--- src/rtl/wisc_pipe_pkg.sv ---
// wisc_pipe_pkg: shared pipeline types and constants for the WISC core sequencer
package wisc_pipe_pkg;
  localparam int REG_W = 4;
  localparam logic [15:0] NOP = 16'h0000;
  typedef enum logic [1:0] {RUN, MEM_WAIT, DRAIN, HALT} state_e;
endpackage

--- src/rtl/hazard_detect.sv ---
// hazard_detect: flags an ID instruction reading the register a load in EX is about to write ($0 never hazards)
module hazard_detect
  import wisc_pipe_pkg::*;
(
  input  logic [REG_W-1:0] id_src1,
  input  logic [REG_W-1:0] id_src2,
  input  logic             id_src1_used,
  input  logic             id_src2_used,
  input  logic [REG_W-1:0] ex_dst,
  input  logic             ex_is_load,
  output logic             load_use
);
  assign load_use = ex_is_load && ex_dst != '0 &&
                    ((id_src1_used && id_src1 == ex_dst) || (id_src2_used && id_src2 == ex_dst));
endmodule

--- src/rtl/hazard_ctrl_unit.sv ---
// hazard_ctrl_unit: stall/flush/freeze/halt sequencer for PC, IF/ID, ID/EX (HAZARD_PERF_CNT_EN adds stall_cycles/flush_count)
module hazard_ctrl_unit
  import wisc_pipe_pkg::*;
#(
  parameter int DRAIN_CYC = 3,
  parameter int MAX_WAIT  = 255
) (
  input  logic             clk,
  input  logic             rst,
  input  logic [REG_W-1:0] id_src1,
  input  logic [REG_W-1:0] id_src2,
  input  logic             id_src1_used,
  input  logic             id_src2_used,
  input  logic [REG_W-1:0] ex_dst,
  input  logic             ex_is_load,
  input  logic             branch_taken,
  input  logic             id_is_hlt,
  input  logic             mem_busy,
  output logic             pc_wen,
  output logic             if_id_wen,
  output logic             if_id_flush,
  output logic             id_ex_wen,
  output logic             id_ex_bubble,
  output logic             halted,
  output logic             timeout_err
`ifdef HAZARD_PERF_CNT_EN
  ,
  output logic [15:0]      stall_cycles,
  output logic [15:0]      flush_count
`endif
);
  localparam int WW = $clog2(MAX_WAIT + 1);
  localparam int DW = $clog2(DRAIN_CYC + 1);
  localparam logic [WW-1:0] WMAX = WW'(MAX_WAIT);
  localparam logic [DW-1:0] DLAST = DW'(DRAIN_CYC - 1);
  state_e state_q, state_d;
  logic [WW-1:0] wait_cnt_q, wait_cnt_d;
  logic [DW-1:0] drain_cnt_q, drain_cnt_d;
  logic halted_q, halted_d, timeout_err_q, timeout_err_d;
  logic load_use, stall;
  hazard_detect u_detect (
    .id_src1      (id_src1),
    .id_src2      (id_src2),
    .id_src1_used (id_src1_used),
    .id_src2_used (id_src2_used),
    .ex_dst       (ex_dst),
    .ex_is_load   (ex_is_load),
    .load_use     (load_use)
  );
  assign stall = load_use || (!branch_taken && id_is_hlt);
  always_comb begin
    state_d       = state_q;
    wait_cnt_d    = wait_cnt_q;
    drain_cnt_d   = drain_cnt_q;
    halted_d      = halted_q;
    timeout_err_d = timeout_err_q;
    pc_wen        = 1'b0;
    if_id_wen     = 1'b0;
    if_id_flush   = 1'b0;
    id_ex_wen     = 1'b0;
    id_ex_bubble  = 1'b0;
    if ((state_q == RUN || state_q == MEM_WAIT) && mem_busy) begin
      state_d       = MEM_WAIT;
      wait_cnt_d    = state_q == RUN ? WW'(1) : wait_cnt_q == WMAX ? WMAX : wait_cnt_q + 1'b1;
      timeout_err_d = timeout_err_q || (state_q == MEM_WAIT && wait_cnt_q == WMAX);
    end else if (state_q == RUN || state_q == MEM_WAIT) begin
      pc_wen       = !stall;
      if_id_wen    = !stall;
      if_id_flush  = !load_use && branch_taken;
      id_ex_wen    = 1'b1;
      id_ex_bubble = stall;
      wait_cnt_d   = '0;
      drain_cnt_d  = '0;
      state_d      = stall && !load_use ? DRAIN : RUN;
    end else if (state_q == DRAIN) begin
      id_ex_wen    = 1'b1;
      id_ex_bubble = 1'b1;
      drain_cnt_d  = mem_busy ? drain_cnt_q : drain_cnt_q + 1'b1;
      state_d      = !mem_busy && drain_cnt_q == DLAST ? HALT : DRAIN;
      halted_d     = halted_q || (!mem_busy && drain_cnt_q == DLAST);
    end
  end
  always_ff @(posedge clk) begin
    if (rst) begin
      state_q       <= RUN;
      wait_cnt_q    <= '0;
      drain_cnt_q   <= '0;
      halted_q      <= 1'b0;
      timeout_err_q <= 1'b0;
    end else begin
      state_q       <= state_d;
      wait_cnt_q    <= wait_cnt_d;
      drain_cnt_q   <= drain_cnt_d;
      halted_q      <= halted_d;
      timeout_err_q <= timeout_err_d;
    end
  end
  assign halted      = halted_q;
  assign timeout_err = timeout_err_q;
`ifdef HAZARD_PERF_CNT_EN
  logic [15:0] stall_cycles_q, stall_cycles_d, flush_count_q, flush_count_d;
  always_comb begin
    stall_cycles_d = (!pc_wen && state_q != HALT && stall_cycles_q != 16'hFFFF) ? stall_cycles_q + 1'b1 : stall_cycles_q;
    flush_count_d  = (if_id_flush && flush_count_q != 16'hFFFF) ? flush_count_q + 1'b1 : flush_count_q;
  end
  always_ff @(posedge clk) begin
    if (rst) begin
      stall_cycles_q <= '0;
      flush_count_q  <= '0;
    end else begin
      stall_cycles_q <= stall_cycles_d;
      flush_count_q  <= flush_count_d;
    end
  end
  assign stall_cycles = stall_cycles_q;
  assign flush_count  = flush_count_q;
`endif
endmodule

--- config.mk ---
export PLATFORM = sky130hd
export DESIGN_NAME = hazard_ctrl_unit
export DESIGN_NICKNAME = d
export VERILOG_FILES = /design/src/rtl/wisc_pipe_pkg.sv /design/src/rtl/hazard_detect.sv /design/src/rtl/hazard_ctrl_unit.sv
export SDC_FILE = /design/constraint.sdc
export NUM_CORES = 1
export LEC_CHECK = 0
export ABC_CLOCK_PERIOD_IN_PS = 4600
export CAP_MARGIN = 20
export CORE_UTILIZATION = 48
export DETAILED_ROUTE_END_ITERATION = 6
export GPL_TIMING_DRIVEN = 0
export PLACE_DENSITY = 0.92
export RECOVER_POWER = 100
export SYNTH_ARGS = -nofsm -noshare
export SYNTH_HDL_FRONTEND = slang
export SYNTH_SLANG_ARGS = --single-unit
--- constraint.sdc ---
create_clock -name clk -period 4.6 [get_ports clk]
set_input_delay 0.92 -clock clk [delete_from_list [all_inputs] [get_ports clk]]
set_output_delay 0.92 -clock clk [all_outputs]
set_load 0.02 [all_outputs]
---- After elaboration in Yosys (flattened, before gate mapping) ----
Cells that the tools add are included.
word-level totals
  bits in registers ....................... 14
  output and inout bits ................... 7
  logic and storage cells ................. 65
cells by class
  mux-type cells .......................... 21
  add/subtract/negate cells ............... 2
  equal/unequal tests ..................... 7
  bitwise logic cells ..................... 2
  reduce and logical (&&, ||, !) cells .... 27
operators with widths
  operator             count
  $mux 8               4
  $mux 2               6
  $mux 1               11
  $logic_and 1x1->1    10
  $add 8x1->8 const B  1
  $eq 4x4->1           2
  $eq 8x8->1 const B   1
  $reduce_and 3->1     2
  $logic_or 1x1->1     5
  $eq 2x2->1 const B   2
  $logic_not 1->1      4
  $reduce_bool 2->1    2
  $reduce_bool 4->1    1
  $reduce_bool 3->1    1
  $add 2x1->2 const B  1
  $eq 2x1->1 const B   1
  $logic_not 2->1      1
  $ne 2x1->1 const B   1
  $not 1->1            2
  $reduce_or 2->1      1

---- Longest topological paths before layout ----
Gate-level depths: netlist of the first run.
  depth in word-level cells ............... 9
  gate-level depth with buffers ........... 5
  gate-level depth less buffers ........... 5

---- By module ----
Synthesis of the first run repeated with hierarchy kept, for this count alone.
unflattened totals
  cell total of the unflattened synthesis .. 110
  area total of the unflattened synthesis .. 875.8 um^2
by module, submodules not included
  module            cells each  times used  area each (um^2)
  hazard_ctrl_unit  96          1           772.0
  hazard_detect     14          1           103.8

---- Worst setup path after synthesis of the first run ----
OpenSTA, ideal clock, no wires.
  kind .................................... input-to-output
  from .................................... input ex_dst[1]
  to ...................................... output pc_wen
  path buffers ............................ 1
  cell stages on the path ................. 5
  required time ........................... 3.680 ns
  arrival time ............................ 2.323 ns
  setup slack ............................. 1.357 ns
  cell sequence ........................... o41a_1 > nand3_1 > nor4_2 > nor3_1 > buf_4
between the ends
  cells in the longest elaborated chain, start to end .. 8
  elaborated cells on any way between the ends .. 12
  classes of those cells .................. eq/ne: 2; mux: 2; reduce/logical: 8
RTL lines
  element                line                    source
  start: declaration     hazard_ctrl_unit.sv:14  input logic [REG_W-1:0] ex_dst,
  $eq 4x4->1             hazard_detect.sv:14     ((id_src1_used && id_src1 == ex_dst) || (id_src2_used && id_src2 == ex_dst));
  $logic_and 1x1->1      hazard_detect.sv:14
  $logic_or 1x1->1       hazard_detect.sv:14
  $logic_and 1x1->1 *    hazard_detect.sv:13     assign load_use = ex_is_load && ex_dst != '0 &&
  $logic_or 1x1->1 *     hazard_ctrl_unit.sv:50  assign stall = load_use || (!branch_taken && id_is_hlt);
  $logic_not 1->1 *      --
  $mux 1 * (2 in a row)  --
  end: declaration       hazard_ctrl_unit.sv:19  output logic pc_wen,
Every way passes the cells marked *; elsewhere a longest branch is shown, timed or not.

---- Final worst setup path of the first run ----
  from .................................... input ex_dst[1]
  to ...................................... output id_ex_bubble
between the ends
  cells in the longest elaborated chain, start to end .. 7
  elaborated cells on any way between the ends .. 11
  classes of those cells .................. eq/ne: 2; mux: 2; reduce/logical: 7
RTL lines
  element              line                    source
  $eq 4x4->1           hazard_detect.sv:14
  $logic_and 1x1->1    hazard_detect.sv:14
  $logic_or 1x1->1     hazard_detect.sv:14
  $logic_and 1x1->1 *  hazard_detect.sv:13
  $logic_or 1x1->1 *   hazard_ctrl_unit.sv:50
  $mux 1 *             hazard_ctrl_unit.sv:66  end else if (state_q == RUN || state_q == MEM_WAIT) begin
  $mux 1 *             hazard_ctrl_unit.sv:62  if ((state_q == RUN || state_q == MEM_WAIT) && mem_busy) begin
  end: declaration     hazard_ctrl_unit.sv:23  output logic id_ex_bubble,
Marks and branches as above.

==> out/qor.txt, run 1 <==
Unrepaired setup endpoints after global routing -> false
CP Cell Sequence -> clkdlybuf4s50_1, o41a_1, nand3_1, nor4_1, o31a_1, dlygate4sd3_1
Slowest cell delay on critical path -> 0.67 ns
Die ar. -> 0.00193 sq mm
RePlAce Congestion -> 0.864
Final core utilization -> 0.724
First-pass GRT wire length -> 3370 um
Mean Syn Cell Area -> 8.21 sq um
Pwr/cell area -> 222 mW/mm^2
Outcome -> complete, but fails checks
Clock Tree Root -> clkbuf_4
Final design area excluding fillers -> 0.00114 sq mm
Initial Utilization -> 0.537
Die Y -> 44.0 um
R2R Path End -> wait_cnt_q[5]
Worst R2R Path Depth -> 5
Maximum clock path buffer count -> 2
FP Rows -> 14
Hold WC Path Type -> reg2reg
Final worst slack -> 0.353 ns
Synthesis-to-layout area growth -> 34.9%
Net Count, Synth -> 125
Area of the core -> 0.00158 sq mm
Fin crit period -> 4.25 ns
H-tree depth -> 1
Post-CTS sizing -> 0
Commonest non-fill, non-tap cell in the layout -> clkdlybuf4s50_1
Slowest-stage cell, CP -> dlygate4sd3_1
# nets final -> 156
Max Slew Vio Count -> 0
Worst endpoint data arrival time -> 3.33 ns
Vias per inst -> 5.88
#FFs+latches synth -> 14
CP Launch Point -> ex_dst[1]
Count of warnings emitted by yosys -> 0
Cts bufs inserted -> 3
Rel. slew slack -> 0.450
Final std cells w/o fill -> 148
Hold depth -> 2
Critical path required time -> 3.68 ns
Register area share after synthesis -> 0.331
Pin count of the biggest net entering global routing -> 11
Remaining DRCs -> 1
Via count -> 870
Post-synth top flop -> dfxtp_1
Reg-to-reg slack, setup -> 3.09 ns
MaxCap Viol Count -> 0
Fin Setup TNS -> 0 ns
Max Fanout on Critical Path -> 4
Worst skew pair latency -> 0.28 ns
Post-DP HPWL -> 1660 um
Mapped Area -> 846 sq um
FFs w/ async S/R, synth -> 0
Total GRT Usage -> 0.238
Clock net sink count -> 14
Cell variety after synth -> 33
Worst Max-Slew Pin Slew -> 0.818 ns
Fill count -> 116
Failing checks -> design-rule violations
Die width -> 44.0 um
Crit path capture -> id_ex_bubble
Worst IR Drop VDD -> 0.000185 V
Initial DRC count -> 45
Fmax -> 235 MHz
Period utilization -> 0.923
Clock Pin Slew Worst Setup and Hold Paths -> 0.08 ns
Number of synthesized flops with an enable pin -> 0
Gate Count Post-Synth -> 103
Buffers on Ports -> 26
Layout cells sized above 1 -> 0.0606
Place WS -> 0.568 ns
Vias in the first global route -> 794
WL met3 -> 92 um
Top-level I/O count -> 27
Final-report setup violation count -> 0
Met1 wire length -> 850 um
DR pass1 iterations -> 6
WL met2 -> 1090 um
Drt wl/cell -> 14.0 um
Launching point of the worst reg2reg path -> wait_cnt_q[0]
Clock Skew -> 0.00201 ns
Hold_buf cts -> 0
Dpl cells -> 145
ANT nets after route -> 0
Crit. End Element -> output port
Placement-stage cell area -> 0.00113 sq mm
CP Class -> in2out
N_diodes -> 0
Most frequent cells in the layout -> 18 x clkdlybuf4s50_1, 14 x dfxtp_1, 9 x nor2_1
Total routed wirelength -> 2070 um
Antenna violations before repair -> 0
LEAKAGE -> 0.000448 uW
Top routing layer in use -> met4
Gr ovfl total -> 0
Setup Fix Bufs, Post-CTS -> 0
Setup crit start kind -> primary input
Hold Vio Cnt, Final -> 0
CTS tree -> built
[cell type report]
type / count / area, sq um / share of cell area
multi-input combinational: 79 / 515 / 0.452
sequential: 14 / 280 / 0.246
timing repair buffer: 26 / 260 / 0.228
clock buffer: 3 / 22.5 / 0.0197
inverter: 6 / 22.5 / 0.0197
buffer: 4 / 20.0 / 0.0175
tap: 16 / 20.0 / 0.0175
[metal layers]
metal | global-route usage | vias to the layer above
li1 | - | 436
met2 | 0.427 | 31
met5 | 0 | -
met1 | 0.283 | 398
met4 | 0.0909 | 0
met3 | 0.0375 | 5
[kinds of logic after synthesis]
group,count (synthesis),synth area share
xor+xnor,8,0.0828
mux,1,0.0118
fa+ha+maj,2,0.0296
compound gates,29,0.243
buf+inv,10,0.0518
simple gates,39,0.250
flops,14,0.331
[critical path, delay by kind of cell]
kind / cells / cell delay (ns)
and+or+nand+nor: 2 / 0.73
buffers and inverters: 2 / 1.21
AOI/OAI and AO/OA: 2 / 0.45
[flip-flops by register name, indices dropped and copies added, names as in the netlist]
name	cells
halted	1
drain_cnt_q	2
timeout_err	1
state_q	2
wait_cnt_q	8
[report_power, final]
| group | internal (uW) | switching [uW] |
|---|---|---|
| Combinational | 31.2 | 27.4 |
| Clock | 30.4 | 38.8 |
| Sequential | 123 | 2.41 |
| Total | 185 | 68.6 |
[cells in the mapped netlist, types with 3 or more instances]
| library cell | instances | share of area |
|---|---|---|
| nand3_1 | 7 | 0.041 |
| a21oi_1 | 7 | 0.041 |
| nor3_1 | 4 | 0.024 |
| or3_1 | 3 | 0.022 |
| inv_1 | 6 | 0.027 |
| dfxtp_1 | 14 | 0.33 |
| nor2_1 | 9 | 0.040 |
| a22oi_1 | 3 | 0.027 |
| o21ai_0 | 3 | 0.018 |
| nand2_1 | 7 | 0.031 |
| xor2_1 | 6 | 0.062 |
| a31oi_1 | 4 | 0.030 |
[metrics by stage]
step	hold slack (ns)	power [uW]
after CTS	0.462	257
after global routing	0.471	262
after detailed placement	0.450	190
after floorplan	0.481	158
after global placement	0.432	187
final	0.456	253
[worst min-delay path by stage]
| stage | from | end |
|---|---|---|
| CTS | timeout_err | timeout_err |
| global route | timeout_err | timeout_err |
| floorplan | drain_cnt_q[1] | drain_cnt_q[1] |
| finish | timeout_err | timeout_err |
| detailed placement | timeout_err | timeout_err |
| global placement | timeout_err | timeout_err |
No activity file was read; power rests on OpenSTA's default activity.
==> inputs of run 2 (changes only) <==
--- a/config.mk
+++ b/config.mk
@@ -5,11 +5,12 @@
 export SDC_FILE = /design/constraint.sdc
 export NUM_CORES = 1
 export LEC_CHECK = 0
+export ABC_AREA = 1
 export ABC_CLOCK_PERIOD_IN_PS = 4600
 export CAP_MARGIN = 20
-export CORE_UTILIZATION = 48
+export CORE_UTILIZATION = 49
 export DETAILED_ROUTE_END_ITERATION = 6
-export GPL_TIMING_DRIVEN = 0
+export GPL_TIMING_DRIVEN = 1
 export PLACE_DENSITY = 0.92
 export RECOVER_POWER = 100
 export SYNTH_ARGS = -nofsm -noshare
==> run 2 against run 1 <==
  * Sequential share of layout area is 0.91 points lower
  * Sequential power hardly changed
  * Design area rose by 3.8%
  * Critical path type unchanged
  * Non-clock buffer count is 4 lower
  * Register-to-register slack got worse by 0.69 ns
  * Critical path depth rose by 6
  * Clock skew is 0.0015 ns lower
  * The run now ends clean
  * Area after synthesis is 7.0% higher
  * Cell count increased by 31%
  * Power grew 6.5%
  * Fmax rose by 12%
  * Highest routed layer unchanged
==> out/qor.txt, run 2 <==
Max Slew Vio Count -> 0 (unchanged)
Cts bufs inserted -> 3 (unchanged)
Largest reg by FF count -> wait_cnt_q
Post-synth top area cell -> dfxtp_1
FP Rows -> 15 (+1)
LEAKAGE -> 0.000529 uW (+18%)
DR pass1 iterations -> 5 (-1)
Antenna violations before repair -> 0 (unchanged)
Initial Utilization -> 0.524 (-0.0126)
Initial DRC count -> 17 (-62%)
Crit. End Element -> output port
Hold WC Path Type -> reg2reg
Final design area excluding fillers -> 0.00118 sq mm (+3.8%)
Buffers on Ports -> 26 (unchanged)
Hold_ws -> 0.471 ns (+0.0154 ns)
Post-synth top flop -> dfxtp_1
Clock Pin Slew Worst Setup and Hold Paths -> 0.09 ns (about the same)
CP Cell Sequence -> dlygate4sd3_1, inv_1, nand2_1, nand2_1, nor2_1, nand3_1, nand2_1, nand2_1, nand3_1, nand2_1, inv_1, dlygate4sd3_1
Pwr/cell area -> 228 mW/mm^2 (+2.5%)
Post-CTS sizing -> 0 (unchanged)
Period utilization -> 0.827 (-0.0958)
Final std cells w/o fill -> 194 (+31%)
Fmax -> 263 MHz (+12%)
Total routed wirelength -> 2090 um (+0.97%)
Clock Skew -> 0.000539 ns (-0.00147 ns)
ANT nets after route -> 0 (unchanged)
CP Class -> in2out
Biggest regs -> wait_cnt_q x8, drain_cnt_q x2, state_q x2
Die width -> 45.0 um (+2.3%)
CP Launch Point -> ex_dst[3]
Max Fanout on Critical Path -> 4 (unchanged)
Slowest-stage cell, CP -> dlygate4sd3_1
Pin count of the biggest net entering global routing -> 14 (+3)
Fin Setup TNS -> 0 ns (unchanged)
Worst skew pair latency -> 0.29 ns (about the same)
Rel. slew slack -> 0.679 (+0.229)
Count of warnings emitted by yosys -> 0 (unchanged)
R2R Path End -> wait_cnt_q[1]
RePlAce Congestion -> 0.800 (-7.5%)
Worst endpoint data arrival time -> 2.89 ns (-0.44 ns)
CTS tree -> built
Unrepaired setup endpoints after global routing -> false
Launching point of the worst reg2reg path -> state_q[1]
Worst R2R Path Depth -> 7 (+2)
FFs w/ async S/R, synth -> 0 (unchanged)
Mean Syn Cell Area -> 6.37 sq um (-22%)
Hold_buf cts -> 0 (unchanged)
Commonest non-fill, non-tap cell in the layout -> nand2_1
Top-level I/O count -> 27 (unchanged)
Gr ovfl total -> 0 (unchanged)
Final-report setup violation count -> 0 (unchanged)
Die Y -> 45.0 um (+2.3%)
Fin crit period -> 3.81 ns (-0.441 ns)
Synthesis-to-layout area growth -> 31.0%
Top-count cell post-synth -> nand2_1
Total GRT Usage -> 0.222 (-0.0159)
Layout cells sized above 1 -> 0.0473 (-0.0133)
Clock Tree Root -> clkbuf_4
Top post-synthesis cells by area -> dfxtp_1 31%, nand2_1 15%, inv_1 7.9%, nor2_1 7.9%, a21oi_1 7.7%
Critical path required time -> 3.68 ns (about the same)
Reg-to-reg slack, setup -> 2.40 ns (-0.69 ns)
N_diodes -> 0 (unchanged)
Max reg flops -> 8 (unchanged)
CP dominant cell by count -> nand2_1
Remaining DRCs -> 0 (-1)
Top cell type's share of synthesized area -> 0.310 (-0.0215)
Placement-stage cell area -> 0.00118 sq mm (+4.8%)
Crit path capture -> id_ex_bubble
Post-DP HPWL -> 1510 um (-8.8%)
MaxCap Viol Count -> 0 (unchanged)
Clock net sink count -> 14 (unchanged)
Hold depth -> 2 (unchanged)
H-tree depth -> 1 (unchanged)
Min-delay src -> halted
Top cells by count, synth -> 37 x nand2_1, 19 x inv_1, 19 x nor2_1
Setup Fix Bufs, Post-CTS -> 0 (unchanged)
First-pass GRT wire length -> 3350 um (-0.62%)
Register area share after synthesis -> 0.310 (-0.0215)
Vias per inst -> 4.94 (-16%)
Most frequent cells in the layout -> 37 x nand2_1, 22 x nor2_1, 19 x inv_1
Worst Max-Slew Pin Slew -> 0.480 ns (-0.338 ns)
Dpl cells -> 190 (+31%)
Mapped Area -> 905 sq um (+7.0%)
Outcome -> complete, no violations
Number of synthesized flops with an enable pin -> 0 (unchanged)
Die ar. -> 0.00202 sq mm (+4.6%)
Area of the core -> 0.00173 sq mm (+9.5%)
Hold Vio Cnt, Final -> 0 (unchanged)
# nets final -> 192 (+23%)
Net Count, Synth -> 164 (+31%)
Cell variety after synth -> 25 (-24%)
Drt wl/cell -> 10.8 um (-23%)
Vias in the first global route -> 828 (+4.3%)
Via count -> 958 (+10%)
Worst IR Drop VDD -> 0.000161 V (-13%)
#FFs+latches synth -> 14 (unchanged)
Maximum clock path buffer count -> 2 (unchanged)
Slowest cell delay on critical path -> 0.67 ns (about the same)
Setup crit start kind -> primary input
Gate Count Post-Synth -> 142 (+38%)
## run 2: changes by cell type after synthesis, sizes merged, moves of 5 or more
cell | before | now
nand2 | 7 | 38
xor2 | 6 | 1
a21oi | 7 | 14
inv | 6 | 24
nor2 | 9 | 23
## run 2: final cells by class
type	instances	area, sq um
fillers	150	542
clock buffers	4	36.3
flip-flops and latches	14	280
well taps	25	31.3
inverters	24	90.1
repair buffers	26	260
multi-input cells	101	487
## run 2: critical path: cells and delay by family
kind / cells / cell delay, ns
simple gates: 8 / 0.56
buf+inv: 4 / 1.40
## run 2: metrics by stage
| stage | total power [uW] | utilization | setup slack, ns |
|---|---|---|---|
| finish | 270 | 0.686 | 0.794 |
| global route | 282 | 0.686 | 0.619 |
| CTS | 274 | 0.704 | 0.923 |
| detailed placement | 186 | 0.683 | 0.924 |
| global placement | 184 | 0.683 | 0.977 |
| floorplan | 157 | - | 1.75 |
## run 2: how the worst min path moves through the flow
stage | end | slack, ns
after floorplan | drain_cnt_q[1] | 0.44
after global placement | halted | 0.44
after detailed placement | timeout_err | 0.46
after CTS | halted | 0.48
after global routing | halted | 0.49
final | halted | 0.47
## run 2: cell families (layout without fill, tap and decap cells)
kind of cell             count (synthesis)  in the layout  synth area share
AND/OR/NAND/NOR                         71             71             0.362
buffers and inverters                   27             54             0.118
adder cells (fa/ha/maj)                  2              2            0.0277
flip-flops                              14             14             0.310
XOR/XNOR                                 4              4            0.0387
AO/OA/AOI/OAI                           24             24             0.144
## run 2: where the power goes
group | switching [uW] | leakage [uW] | internal [uW]
clock | 43.4 | 0.0000210 | 48.3
combinational | 25.8 | 0.000394 | 26.9
sequential | 2.48 | 0.000113 | 123
total | 71.6 | 0.000529 | 198
## run 2: routing by layer
| layer | up-vias | share of wire | track usage |
|---|---|---|---|
| li1 | 496 | - | - |
| met4 | 0 | 0.024 | 0.0970 |
| met3 | 7 | 0.057 | 0.0400 |
| met1 | 425 | 0.46 | 0.280 |
| met5 | - | 0 | 0 |
| met2 | 30 | 0.46 | 0.368 |
==> inputs of run 3 (changes only) <==
--- a/config.mk
+++ b/config.mk
@@ -6,12 +6,12 @@
 export NUM_CORES = 1
 export LEC_CHECK = 0
 export ABC_AREA = 1
-export ABC_CLOCK_PERIOD_IN_PS = 4600
+export ABC_CLOCK_PERIOD_IN_PS = 3550
 export CAP_MARGIN = 20
-export CORE_UTILIZATION = 49
+export CORE_UTILIZATION = 46
 export DETAILED_ROUTE_END_ITERATION = 6
 export GPL_TIMING_DRIVEN = 1
-export PLACE_DENSITY = 0.92
+export PLACE_DENSITY = 0.87
 export RECOVER_POWER = 100
 export SYNTH_ARGS = -nofsm -noshare
 export SYNTH_HDL_FRONTEND = slang
==> constraint.sdc (replaced) <==
create_clock -name clk -period 3.55 [get_ports clk]
set_input_delay 0.71 -clock clk [delete_from_list [all_inputs] [get_ports clk]]
set_output_delay 0.71 -clock clk [all_outputs]
set_load 0.02 [all_outputs]
==> run 3 against run 2 <==
  * Critical path depth down 5
  * Clock skew about the same
  * Non-clock buffer count unchanged
  * Core utilization down 2.2 points
  * Register-to-register slack worse by 1.1 ns
  * Clock-buffer cell count unchanged
  * Combinational power up 32%
  * Power up 28%
  * Critical endpoint is now if_id_wen
  * Largest power group unchanged
==> out/qor.txt, run 3 (synthesis results as in run 2) <==
Setup crit start kind -> primary input
Initial DRC count -> 17 (unchanged)
H-tree depth -> 1 (unchanged)
Antenna violations before repair -> 0 (unchanged)
CP Depth -> 7 (-5)
Reg-to-reg slack, setup -> 1.32 ns (-1.08 ns)
Most frequent cells in the layout -> 37 x nand2_1, 22 x nor2_1, 20 x inv_1, 20 x clkdlybuf4s50_1
Period utilization -> 0.925
Die Y -> 46.3 um (+3.1%)
Post-CTS sizing -> 0 (unchanged)
Final core utilization -> 0.665 (-0.0217)
Met1 wire length -> 869 um (-8.5%)
Buffers on Ports -> 26 (unchanged)
Rel. slew slack -> 0.688 (+0.00875)
Max reg flops -> 8 (unchanged)
Worst endpoint data arrival time -> 2.57 ns (-0.32 ns)
Gr ovfl total -> 0 (unchanged)
Unrepaired setup endpoints after global routing -> false
Biggest regs -> wait_cnt_q x8, drain_cnt_q x2, state_q x2
Hold Vio Cnt, Final -> 0 (unchanged)
Die width -> 46.3 um (+3.1%)
Cts bufs inserted -> 3 (unchanged)
Hold WC Path Type -> reg2reg
Hold depth -> 2 (unchanged)
Hold_buf cts -> 0 (unchanged)
Worst R2R Path Depth -> 7 (unchanged)
CP Cell Sequence -> dlygate4sd3_1, nor3_1, a21boi_0, nand2_1, nand3_1, nor2_1, clkdlybuf4s50_1
Setup Fix Bufs, Post-CTS -> 0 (unchanged)
Fin Setup TNS -> 0 ns (unchanged)
Total Power -> 345 uW (+28%)
Slowest cell delay on critical path -> 0.62 ns (-0.05 ns)
FP Rows -> 15 (unchanged)
Worst skew pair latency -> 0.28 ns (about the same)
DR pass1 iterations -> 4 (-1)
Pin count of the biggest net entering global routing -> 14 (unchanged)
Crit path buffers/inverters -> 2 (-2)
Vias in the first global route -> 858 (+3.6%)
Initial Utilization -> 0.507 (-0.0165)
Clock Tree Root -> clkbuf_4
Remaining DRCs -> 0 (unchanged)
MaxCap Viol Count -> 0 (unchanged)
First-pass GRT wire length -> 3260 um (-2.7%)
Fmax -> 305 MHz
Maximum clock path buffer count -> 2 (unchanged)
CTS tree -> built
N_diodes -> 0 (unchanged)
Commonest non-fill, non-tap cell in the layout -> nand2_1
ANT nets after route -> 0 (unchanged)
Largest reg by FF count -> wait_cnt_q
Outcome -> complete, no violations
Area of the core -> 0.00178 sq mm (+3.3%)
RePlAce Congestion -> 0.802 (+0.26%)
Total routed wirelength -> 1970 um (-5.5%)
Layout cells sized above 1 -> 0.0473 (unchanged)
Crit-path leading delay family -> buffers and inverters
Max Fanout on Critical Path -> 4 (unchanged)
Final design area excluding fillers -> 0.00118 sq mm (unchanged)
CP Class -> in2out
Worst IR Drop VDD -> 0.000218 V (+35%)
Placement-stage cell area -> 0.00118 sq mm (unchanged)
Drt wl/cell -> 10.2 um (-5.5%)
Clock Skew -> 0.000777 ns (+0.000238 ns)
Total GRT Usage -> 0.208 (-0.0140)
Crit. End Element -> output port
Via count -> 954 (-0.42%)
Die ar. -> 0.00215 sq mm (+6.2%)
Post-DP HPWL -> 1500 um (-1.1%)
Max Slew Vio Count -> 0 (unchanged)
Final-report setup violation count -> 0 (unchanged)
WL met3 -> 110 um (-7.6%)
# nets final -> 192 (unchanged)
Critical path required time -> 2.84 ns (-0.84 ns)
LEAKAGE -> 0.000525 uW (-0.67%)
Vias per inst -> 4.92 (-0.42%)
Worst Max-Slew Pin Slew -> 0.467 ns (-0.0131 ns)
Top-level I/O count -> 27 (unchanged)
Pwr/cell area -> 291 mW/mm^2 (+28%)
WL met2 -> 975 um (+1.0%)
Fin crit period -> 3.28 ns
Clock net sink count -> 14 (unchanged)
Clock Pin Slew Worst Setup and Hold Paths -> 0.08 ns (about the same)
Slowest-stage cell, CP -> clkdlybuf4s50_1
Synthesis-to-layout area growth -> 31.0% (unchanged)
Top routing layer in use -> met4
==> run 3: cell count changes in the layout (fill, tap and decap cells not counted), sizes merged <==
cell           previous run  this run
clkdlybuf4s50            16        20
clkinv                    4         3
dlygate4sd3              10         6
inv                      20        21
==> run 3: worst reg2reg max path, stage by stage (launching register included) <==
cell and delay [ns]:
dfxtp_1 0.45, nor2_1 0.26, clkinv_1 0.13, nor2_1 0.38, clkinv_1 0.22, nor2_1 0.39
clkinv_1 0.17, a31oi_1 0.16
==> run 3: path summary, 6_finish.rpt <==
| path | start | to |
|---|---|---|
| setup reg to reg | state_q[1] | wait_cnt_q[1] |
| hold / removal | halted | halted |
| setup / recovery | ex_dst[3] | if_id_wen |
| hold reg to reg | halted | halted |
==> run 3: power by group <==
| part | total (uW) | internal [uW] | switching [uW] |
|---|---|---|---|
| Clock | 113 | 62.4 | 50.1 |
| Sequential | 163 | 159 | 3.11 |
| Combinational | 69.5 | 36.2 | 33.2 |
| Total | 345 | 258 | 86.5 |
==> run 3: through the flow <==
step | std cells | setup WS (ns) | hold WS, ns
detailed placement | 190 | 0.310 | 0.445
global route | 194 | 0.101 | 0.499
finish | 194 | 0.266 | 0.458
floorplan | 142 | 1.12 | 0.444
CTS | 194 | 0.308 | 0.461
global placement | 190 | 0.348 | 0.441
==> run 3: per-layer routing <==
layer	GRT usage	up-vias
li1	-	499
met1	0.233	426
met2	0.369	25
met3	0.0706	4
met4	0.0529	0
met5	0	-
==> run 3: final cells by class <==
class	count	area, sq um
Tap cell	25	31.3
Inverter	24	90.1
Fill cell	157	598
Clock buffer	4	36.3
Timing Repair Buffer	26	260
Sequential cell	14	280
Multi-Input combinational cell	101	487
